<file path="config.mk">
export PLATFORM = sky130hd
export DESIGN_NAME = alu_lane_sequencer
export DESIGN_NICKNAME = d
export VERILOG_FILES = /design/src/rtl/alu_lane_sequencer.sv
export SDC_FILE = /design/constraint.sdc
export NUM_CORES = 1
export LEC_CHECK = 0
export CELL_PAD_IN_SITES_DETAIL_PLACEMENT = 1
export CELL_PAD_IN_SITES_GLOBAL_PLACEMENT = 1
export CORE_AREA = 2 2 157 144
export DETAILED_ROUTE_END_ITERATION = 10
export DIE_AREA = 0 0 159 146
export GPL_TIMING_DRIVEN = 0
export PLACE_DENSITY_LB_ADDON = 0.1
export SLEW_MARGIN = 20
export SYNTH_ARGS = -nofsm -noshare
export SYNTH_HDL_FRONTEND = slang
export SYNTH_SLANG_ARGS = --single-unit
</file>
<file path="constraint.sdc">
create_clock -name clk -period 4.5 [get_ports clk]
set_input_delay 0.9 -clock clk [delete_from_list [all_inputs] [get_ports clk]]
set_output_delay 0.9 -clock clk [all_outputs]
set_load 0.005 [all_outputs]
</file>
<file path="src/rtl/alu_lane_sequencer.sv">
// ============================================================================
// Module   : alu_lane_sequencer
// Brief    : Splits a full-warp request into lane-width packets for a narrow ALU,
//            skipping all-inactive packets and tagging pid/sop/eop for regather.
// Revision : 1.0
// ============================================================================
`default_nettype none

module alu_lane_sequencer #(
  parameter int THREAD_CNT = 4,
  parameter int NUM_LANES  = 2,
  parameter int DATAW      = 32,
  parameter int TAG_W      = 8,
  localparam int NUM_PKTS  = THREAD_CNT / NUM_LANES,
  localparam int PID_W     = (NUM_PKTS > 1) ? $clog2(NUM_PKTS) : 1
) (
  input  logic                          clk,
  input  logic                          reset,
  input  logic                          in_valid,
  output logic                          in_ready,
  input  logic [THREAD_CNT-1:0]         in_tmask,
  input  logic [THREAD_CNT*DATAW-1:0]   in_data,
  input  logic [TAG_W-1:0]              in_tag,
  output logic                          out_valid,
  input  logic                          out_ready,
  output logic [NUM_LANES-1:0]          out_tmask,
  output logic [NUM_LANES*DATAW-1:0]    out_data,
  output logic [TAG_W-1:0]              out_tag,
  output logic [PID_W-1:0]              out_pid,
  output logic                          out_sop,
  output logic                          out_eop,
  output logic                          busy
);

  typedef enum logic [0:0] {
    IDLE  = 1'b0,
    ISSUE = 1'b1
  } state_t;

  state_t state;
  state_t state_next;

  logic [THREAD_CNT-1:0]       tmask_q;
  logic [THREAD_CNT*DATAW-1:0] data_q;
  logic [TAG_W-1:0]            tag_q;
  logic [PID_W-1:0]            pid_q;
  logic [PID_W-1:0]            pid_next;
  logic [PID_W-1:0]            first_pid;
  logic [NUM_PKTS-1:0]         nz_in;
  logic [NUM_PKTS-1:0]         nz_q;
  logic [NUM_PKTS-1:0]         above;
  logic                        sop_q;
  logic                        eop;
  logic                        accept;
  logic                        fire;
  int                          lane_base;

  for (genvar p = 0; p < NUM_PKTS; p++) begin : g_nz
    assign nz_in[p] = |in_tmask[p*NUM_LANES +: NUM_LANES];
  end

  assign accept = in_valid && (state == IDLE);
  assign fire   = out_valid && out_ready;

  // Scanning downward lets the last hit be the lowest qualifying packet index.
  always_comb begin
    above     = '0;
    first_pid = '0;
    pid_next  = pid_q;
    for (int p = NUM_PKTS - 1; p >= 0; p--) begin
      if (nz_in[p]) begin
        first_pid = PID_W'(p);
      end
      if (nz_q[p] && (p > int'(pid_q))) begin
        above[p] = 1'b1;
        pid_next = PID_W'(p);
      end
    end
    eop = ~|above;
  end

  always_ff @(posedge clk or posedge reset) begin
    if (reset) begin
      state <= IDLE;
    end else begin
      state <= state_next;
    end
  end

  always_comb begin
    state_next = state;
    case (state)
      IDLE:    if (in_valid)            state_next = ISSUE;
      ISSUE:   if (out_ready && eop)    state_next = IDLE;
      default:                          state_next = IDLE;
    endcase
  end

  always_ff @(posedge clk or posedge reset) begin
    if (reset) begin
      tmask_q <= '0;
      data_q  <= '0;
      tag_q   <= '0;
      nz_q    <= '0;
      pid_q   <= '0;
      sop_q   <= 1'b0;
    end else if (accept) begin
      tmask_q <= in_tmask;
      data_q  <= in_data;
      tag_q   <= in_tag;
      nz_q    <= nz_in;
      pid_q   <= first_pid;
      sop_q   <= 1'b1;
    end else if (fire) begin
      sop_q <= 1'b0;
      if (!eop) begin
        pid_q <= pid_next;
      end
    end
  end

  // Outputs decode only captured state, so no input reaches an output combinationally.
  always_comb begin
    lane_base = int'(pid_q) * NUM_LANES;
    out_tmask = tmask_q[lane_base +: NUM_LANES];
    out_data  = data_q[lane_base*DATAW +: NUM_LANES*DATAW];
  end

  assign in_ready  = (state == IDLE);
  assign out_valid = (state == ISSUE);
  assign busy      = (state == ISSUE);
  assign out_tag   = tag_q;
  assign out_pid   = pid_q;
  assign out_sop   = out_valid && sop_q;
  assign out_eop   = out_valid && eop;

endmodule

`default_nettype wire
</file>
## Word-level counts from Yosys, hierarchy flattened

Index checks and enable logic that the tools add are counted.

| word-level totals | value |
|---|---|
| logic and storage cells | 36 |
| register bits after elaboration | 145 |
| input bits | 144 |
| output and inout bits | 80 |

| cells by class | value |
|---|---|
| shift-type cells | 2 |
| bitwise logic cells | 1 |
| reduce and logical (&&, ||, !) cells | 13 |
| mux-type cells | 12 |
| magnitude comparators | 1 |

Operators by type and width:

| cell | count |
|---|---|
| $shiftx A128 B8 Y64 | 1 |
| $mux W1 | 11 |
| $logic_and A1 B1 Y1 | 6 |
| $reduce_bool A2 Y1 | 3 |
| $reduce_or A2 Y1 | 2 |
| $shiftx A4 B3 Y2 | 1 |
| $reduce_and A3 Y1 | 1 |
| $pmux W1 S2 | 1 |
| $gt A1 B1 Y1 const A | 1 |
| $logic_not A1 Y1 | 1 |
| $not A1 Y1 | 1 |

## Depth between registers and ports, before layout

Gate-level depths: netlist of the first run.

| logic depth | value |
|---|---|
| depth after elaboration | 7 |
| depth in mapped cells | 7 |
| depth with buffers taken out | 3 |

## Worst setup path after synthesis of the first run

OpenSTA, ideal clock, no wires.

| timing | value |
|---|---|
| path kind | reg-to-output |
| start | reg pid_q, in the netlist out_pid |
| end | out out_data[36] |
| path buffers | 3 |
| stages on the path, launching flop included | 5 |
| required time | 3.600 ns |
| arrival time | 1.104 ns |
| path slack | 2.496 ns |
| cell sequence | dfrtp_1 buf_2 buf_6 buf_4 mux2_2 |

| between the ends | value |
|---|---|
| longest elaborated chain between the ends | 1 |

Ends and longest elaborated chain:

| item | line | source |
|---|---|---|
| start: declaration | 46 | `logic [PID_W-1:0] pid_q;` |
| start signal: assignment | 112 | `pid_q <= first_pid;` |
| start signal: assignment | 117 | `pid_q <= pid_next;` |
| $shiftx A128 B8 Y64 | 126 | `out_data = data_q[lane_base*DATAW +: NUM_LANES*DATAW];` |
| end: declaration | 27 | `output logic [NUM_LANES*DATAW-1:0] out_data,` |

No other way between the ends.

## Worst setup path after layout of the first run

| timing | value |
|---|---|
| start | reg pid_q, in the netlist out_pid |
| end | out out_data[52] |

Same word-level chain as after synthesis.

==> metrics.txt, run 1 <==
run status=completed; Rel. slew slack=0.751; cell count after synthesis=689; GRT Util Overall=0.179; CTS Hold Bufs=0; Num CTS Buffers=17; Ports=224; # rows=51; Crit path arrival time=approximately 2.2 ns; WP data required=about 3.6 ns; routed length per instance=between 15 and 20 um; syn_nets=833; final WL=19.8 mm; global placement routability congestion=~0.74; Final Max Slew Viols=0; Post-Layout Inst Area=9660 um2; initial antenna violation count=0; synthesized cell area=about 6400 um2; area leader, netlist=dfrtp_1; Avg Inst Size Synth=approximately 9.2 um2; Die X=around 160 um; htree depth=4; Die H=about 150 um; Layout area overhead=51.6%; Synth area leaders=dfrtp_1 57%, nand2_1 25%, mux2_2 12%; worst skew pair latency=around 0.42 ns; Root Buffer=clkbuf_16; worst-margin pin slew=roughly 0.37 ns; largest net degree at the start of global routing=33; Placed Instance Area=roughly 9100 um2; DRT antenna net count=0; Initial Util=0.297; via count=5300; Core ar.=21400 um2; final setup vio count=0; CTS resizes=0; clk sinks=144; EDFF count, synth=0; share of layout cells above drive strength 1=0.154; register bit count reported by yosys=approximately 140; Fin Setup TNS=0 ns; total setup buffers inserted after CTS=0; worst-path fanout max=10; MaxCap Viol Count=0; Top FF cell, synth=dfrtp_1; Final nets=~1100; commonest cells in the netlist=421 x nand2_1, 144 x dfrtp_1, 66 x mux2_2; peak supply drop=about 0.27 mV; Fin. Hold Viols=0; Iteration-0 DRC Markers=163; Final HPWL DP=between 10 and 15 mm; HP Class=reg2reg; Fmax=~0.33 GHz; Worst Clk Skew=0.0106 ns; Final Cycle Share=0.681; DRT Pass-1 Iters=4; CTS max path bufs=2; Startpoint Class=flip-flop; CTS tree=done; n_diodes=0; Die ar.=23200 um2; Vias/cell=roughly 4.3; Lkg Pwr=0.00471 uW; Crit Path Category=reg2out; Yosys top cell area share=0.566; buffers added on ports=around 220; hold_ws=approximately 0.47 ns; crit path time final=3.07 ns; Clock transition at path regs=0.06 ns; Post-synth ARST share=1.00; Power Density=between 600 and 700 nW/um2; total grt overflow=0; RSZ-0062 raised after global routing=no; post-synthesis sequential area ratio=0.566; global-route wire length before repair=about 33 mm; CP endpoint kind=output pin; DRC=0; library cells used by synthesis=18; vias in the first global route=approximately 5900; most common cell in the netlist=nand2_1; Syn. warnings=0
[critical path: stages, from the launching register on]
cell,delay (ns)
dfrtp_1,0.34
buf_2,0.19
buf_6,0.17
buf_4,0.23
mux2_2,0.36
clkdlybuf4s50_1,0.47
[placed cells by master, fill, tap and decap left out]
cell and count:
a21oi_1 2, a311oi_1 1, a31oi_1 1, and2_1 2, buf_12 4, buf_16 1, buf_2 18, buf_4 4
buf_6 19, buf_8 1, bufinv_16 1, clkbuf_1 1, clkbuf_16 17, clkbuf_8 2, clkdlybuf4s50_1 223, clkinv_4 4
clkinvlp_4 4, dfrtp_1 144, inv_1 1, inv_6 4, mux2_2 66, nand2_1 421, nand2b_1 1, nand2b_4 1
nor2_1 3, nor2b_1 1, o21ai_0 1, or3_1 1
[power breakdown]
group	internal (uW)	switching [uW]	total (uW)
Sequential	1910	311	2220
Clock	801	591	1390
Combinational	1700	1230	2930
Total	4410	2130	6540
[flip-flops by register name, indices dropped and copies added (netlist names)]
register,flops
data_q,128
sop_q,1
out_tag,8
nz_q,1
out_pid,1
tmask_q,4
busy,1
[through the flow]
| step | worst slack [ns] | std cells | util | power, uW |
|---|---|---|---|---|
| 3_3_place_gp | 0.266 | 1203 | 0.418 | 5150 |
| 4_1_cts | 1.37 | 1240 | 0.450 | 6660 |
| 3_5_place_dp | 1.83 | 1208 | 0.423 | 5210 |
| 5_1_grt | 1.31 | 1240 | 0.450 | 7060 |
| 2_1_floorplan | 1.79 | 689 | - | 3630 |
| 6_report | 1.43 | 1240 | 0.450 | 6540 |
[path summary, 6_finish.rpt]
path,depth (start not counted),slack [ns],start,end
worst max-delay path,5,1.43,out_pid,out_data[52]
worst min-delay path,2,0.47,data_q[115],data_q[115]
worst max register to register,7,3.06,busy,data_q[101]
worst min register to register,2,0.47,data_q[115],data_q[115]
max in group asynchronous,4,3.03,reset,data_q[49]
min in group asynchronous,2,0.81,reset,data_q[78]
[cell type report]
type / count / area (um2)
Sequential cell: 144 / 3600
Timing Repair Buffer: 228 / 2340
Tap cell: 291 / 364
Buffer: 42 / 349
Fill cell: 2502 / 11800
Clock inverter: 12 / 123
Clock buffer: 20 / 457
Inverter: 2 / 11.3
Multi-Input combinational cell: 501 / 2410
[logic make-up after synthesis]
| family | after synthesis | share of synthesized area |
|---|---|---|
| AND/OR/NAND/NOR | 430 | 0.257 |
| flip-flops | 144 | 0.566 |
| multiplexers | 66 | 0.117 |
| buffers and inverters | 44 | 0.0560 |
| AO/OA/AOI/OAI | 5 | 0.00471 |
[layer usage]
metal  track usage  part of all wire
met5             0                 0
met4        0.0395            0.0071
met3        0.0621             0.067
met2         0.291              0.47
met1         0.230              0.45
Power figures use the tool's default switching activity.
==> run 2: changes to the inputs <==
--- a/config.mk
+++ b/config.mk
@@ -7,9 +7,9 @@
 export LEC_CHECK = 0
 export CELL_PAD_IN_SITES_DETAIL_PLACEMENT = 1
 export CELL_PAD_IN_SITES_GLOBAL_PLACEMENT = 1
-export CORE_AREA = 2 2 157 144
+export CORE_AREA = 2 2 150 137
 export DETAILED_ROUTE_END_ITERATION = 10
-export DIE_AREA = 0 0 159 146
+export DIE_AREA = 0 0 152 139
 export GPL_TIMING_DRIVEN = 0
 export PLACE_DENSITY_LB_ADDON = 0.1
 export SLEW_MARGIN = 20
==> constraint.sdc (replaced) <==
create_clock -name clk -period 2.99 [get_ports clk]
set_input_delay 0.598 -clock clk [delete_from_list [all_inputs] [get_ports clk]]
set_output_delay 0.598 -clock clk [all_outputs]
set_load 0.005 [all_outputs]
==> metrics.txt, run 2 (synthesis gave the netlist of run 1 again) <==
worst-path fanout max=10 (unchanged); GRT Util Overall=0.192 (+0.0129); Ports=224 (unchanged); vias in the first global route=6108 (+2.7%); WP data required=2.39 ns (-1.21 ns); WL met3=1.27 mm (-5.2%); WL met1=8.81 mm (-1.8%); initial antenna violation count=0 (unchanged); Post-Place Cells=1171 (-3.1%); Final HPWL DP=14.8 mm (+3.6%); Final nets=1079 (-0.093%); Iteration-0 DRC Markers=169 (+3.7%); hold_ws=0.469 ns (-0.000591 ns); Startpoint Class=flip-flop; DRC=0 (unchanged); buffers added on ports=223 (unchanged); Core ar.=19700 um2 (-8.2%); HP Class=reg2reg; final cell count without fillers=1202 (-3.1%); total grt overflow=0 (unchanged); RSZ-0062 raised after global routing=no; area of the multi-input gates=2410 um2 (unchanged); Crit Reg-Reg Endpoint=data_q[87]; CTS max path bufs=2 (unchanged); Filler cells=2229 (-11%); Final Max Slew Viols=0 (unchanged); worst r2r src=busy; Fmax=about 0.36 GHz; Die ar.=21100 um2 (-9.0%); global-route wire length before repair=32.2 mm (-1.4%); Power Density=1030 nW/um2 (+52%); Root Buffer=clkbuf_16; max reg flops=128 (unchanged); Crit. Startpoint=out_pid; clk sinks=144 (unchanged); MaxCap Viol Count=0 (unchanged); Largest Register=data_q; metal2 WL=9.59 mm (+2.2%); DRT Pass-1 Iters=4 (unchanged); Post-Layout Inst Area=9560 um2 (-1.0%); crit path time final=between 2 and 3 ns; Crit. path cell count=5 (unchanged); DRT antenna net count=0 (unchanged); # rows=49 (-3.9%); Worst Clk Skew=0.0127 ns (+0.00219 ns); n_diodes=0 (unchanged); Storage cell area=3600 um2 (unchanged); Crit path arrival time=2.15 ns (-0.02 ns); worst-margin pin slew=0.557 ns (+0.184 ns); CP Cell Sequence=buf_2 > buf_6 > buf_4 > mux2_2 > clkdlybuf4s50_1; commonest cells after routing, fill and taps aside=421 x nand2_1, 223 x clkdlybuf4s50_1, 144 x dfrtp_1; run status=completed; worst reg2reg path depth=7 (unchanged); worst skew pair latency=0.42 ns (about the same); final WL=19.9 mm (+0.16%); Placed Instance Area=9000 um2 (-0.80%); share of layout cells above drive strength 1=0.152 (-0.00179); highest routed layer=met4; CP max stage cell=clkdlybuf4s50_1; Rel. slew slack=0.628 (-0.123); FF-to-FF setup slack=1.55 ns (-1.51 ns); htree depth=4 (unchanged); Num CTS Buffers=17 (unchanged); via count=5435 (+2.5%); largest net degree at the start of global routing=34 (+3.0%); final setup vio count=0 (unchanged); Crit Path Category=reg2out; Crit path max-delay family=buffers and inverters; CP peak stage delay=0.48 ns (about the same); Die X=152 um (-4.4%); CP endpoint=out_data[39]; global placement routability congestion=0.792 (+6.3%); Die H=139 um (-4.8%); CTS tree=done; Vias/cell=4.52 (+5.8%); CTS resizes=0 (unchanged); CP bufs+invs=4 (unchanged); Final Cycle Share=0.919; Lkg Pwr=0.00468 uW (-0.69%); Initial Util=0.324 (+0.0266); CP endpoint kind=output pin; Fin. Hold Viols=0 (unchanged); Clock transition at path regs=0.06 ns (about the same); peak supply drop=0.400 mV (+47%); most common cell after layout, fill and taps aside=nand2_1; routed length per instance=16.5 um (+3.3%); Layout area overhead=50.1%; CTS Hold Bufs=0 (unchanged); total setup buffers inserted after CTS=0 (unchanged)
-- run 2: through the flow --
step                power, uW  TNS (ns)  worst slack (ns)   util
finish                   9810         0             0.242  0.486
global route            10500         0             0.116  0.486
CTS                      9980         0             0.186  0.486
detailed placement       7890         0             0.640  0.458
global placement         7680   -103.59            -0.726  0.453
floorplan                5460         0             0.587      -
-- run 2: worst reg2reg max path: cells and delay by family (launching register included) --
| kind | cells | cell delay [ns] |
|---|---|---|
| flip-flops | 1 | 0.41 |
| AND/OR/NAND/NOR | 3 | 0.28 |
| buffers and inverters | 4 | 0.70 |
-- run 2: report_power, final --
part	switching [uW]	total, uW	internal [uW]
Combinational	1880	4440	2560
Clock	851	2020	1170
Sequential	479	3350	2870
Total	3210	9810	6600
-- run 2: routing by layer --
metal,up-vias,global-route usage
li1,2622,-
met1,2654,0.240
met2,143,0.318
met3,16,0.0688
met4,0,0.0457
met5,-,0
-- run 2: cell type report --
cell class | count | area share
Buffer | 42 | 0.0365
Clock inverter | 12 | 0.0116
Timing Repair Buffer | 227 | 0.242
Clock buffer | 19 | 0.0463
Sequential cell | 144 | 0.377
Multi-Input combinational cell | 501 | 0.252
Tap cell | 255 | 0.0334
Inverter | 2 | 0.00118
-- run 2: worst min-delay path by stage --
stage                      startpoint     endpoint  depth (start not counted)
after detailed placement  data_q[126]  data_q[126]                          2
after global routing      data_q[100]  data_q[100]                          2
after floorplan           data_q[100]  data_q[100]                          2
after CTS                 data_q[126]  data_q[126]                          2
final                       data_q[5]    data_q[5]                          2
after global placement     data_q[93]   data_q[93]                          2
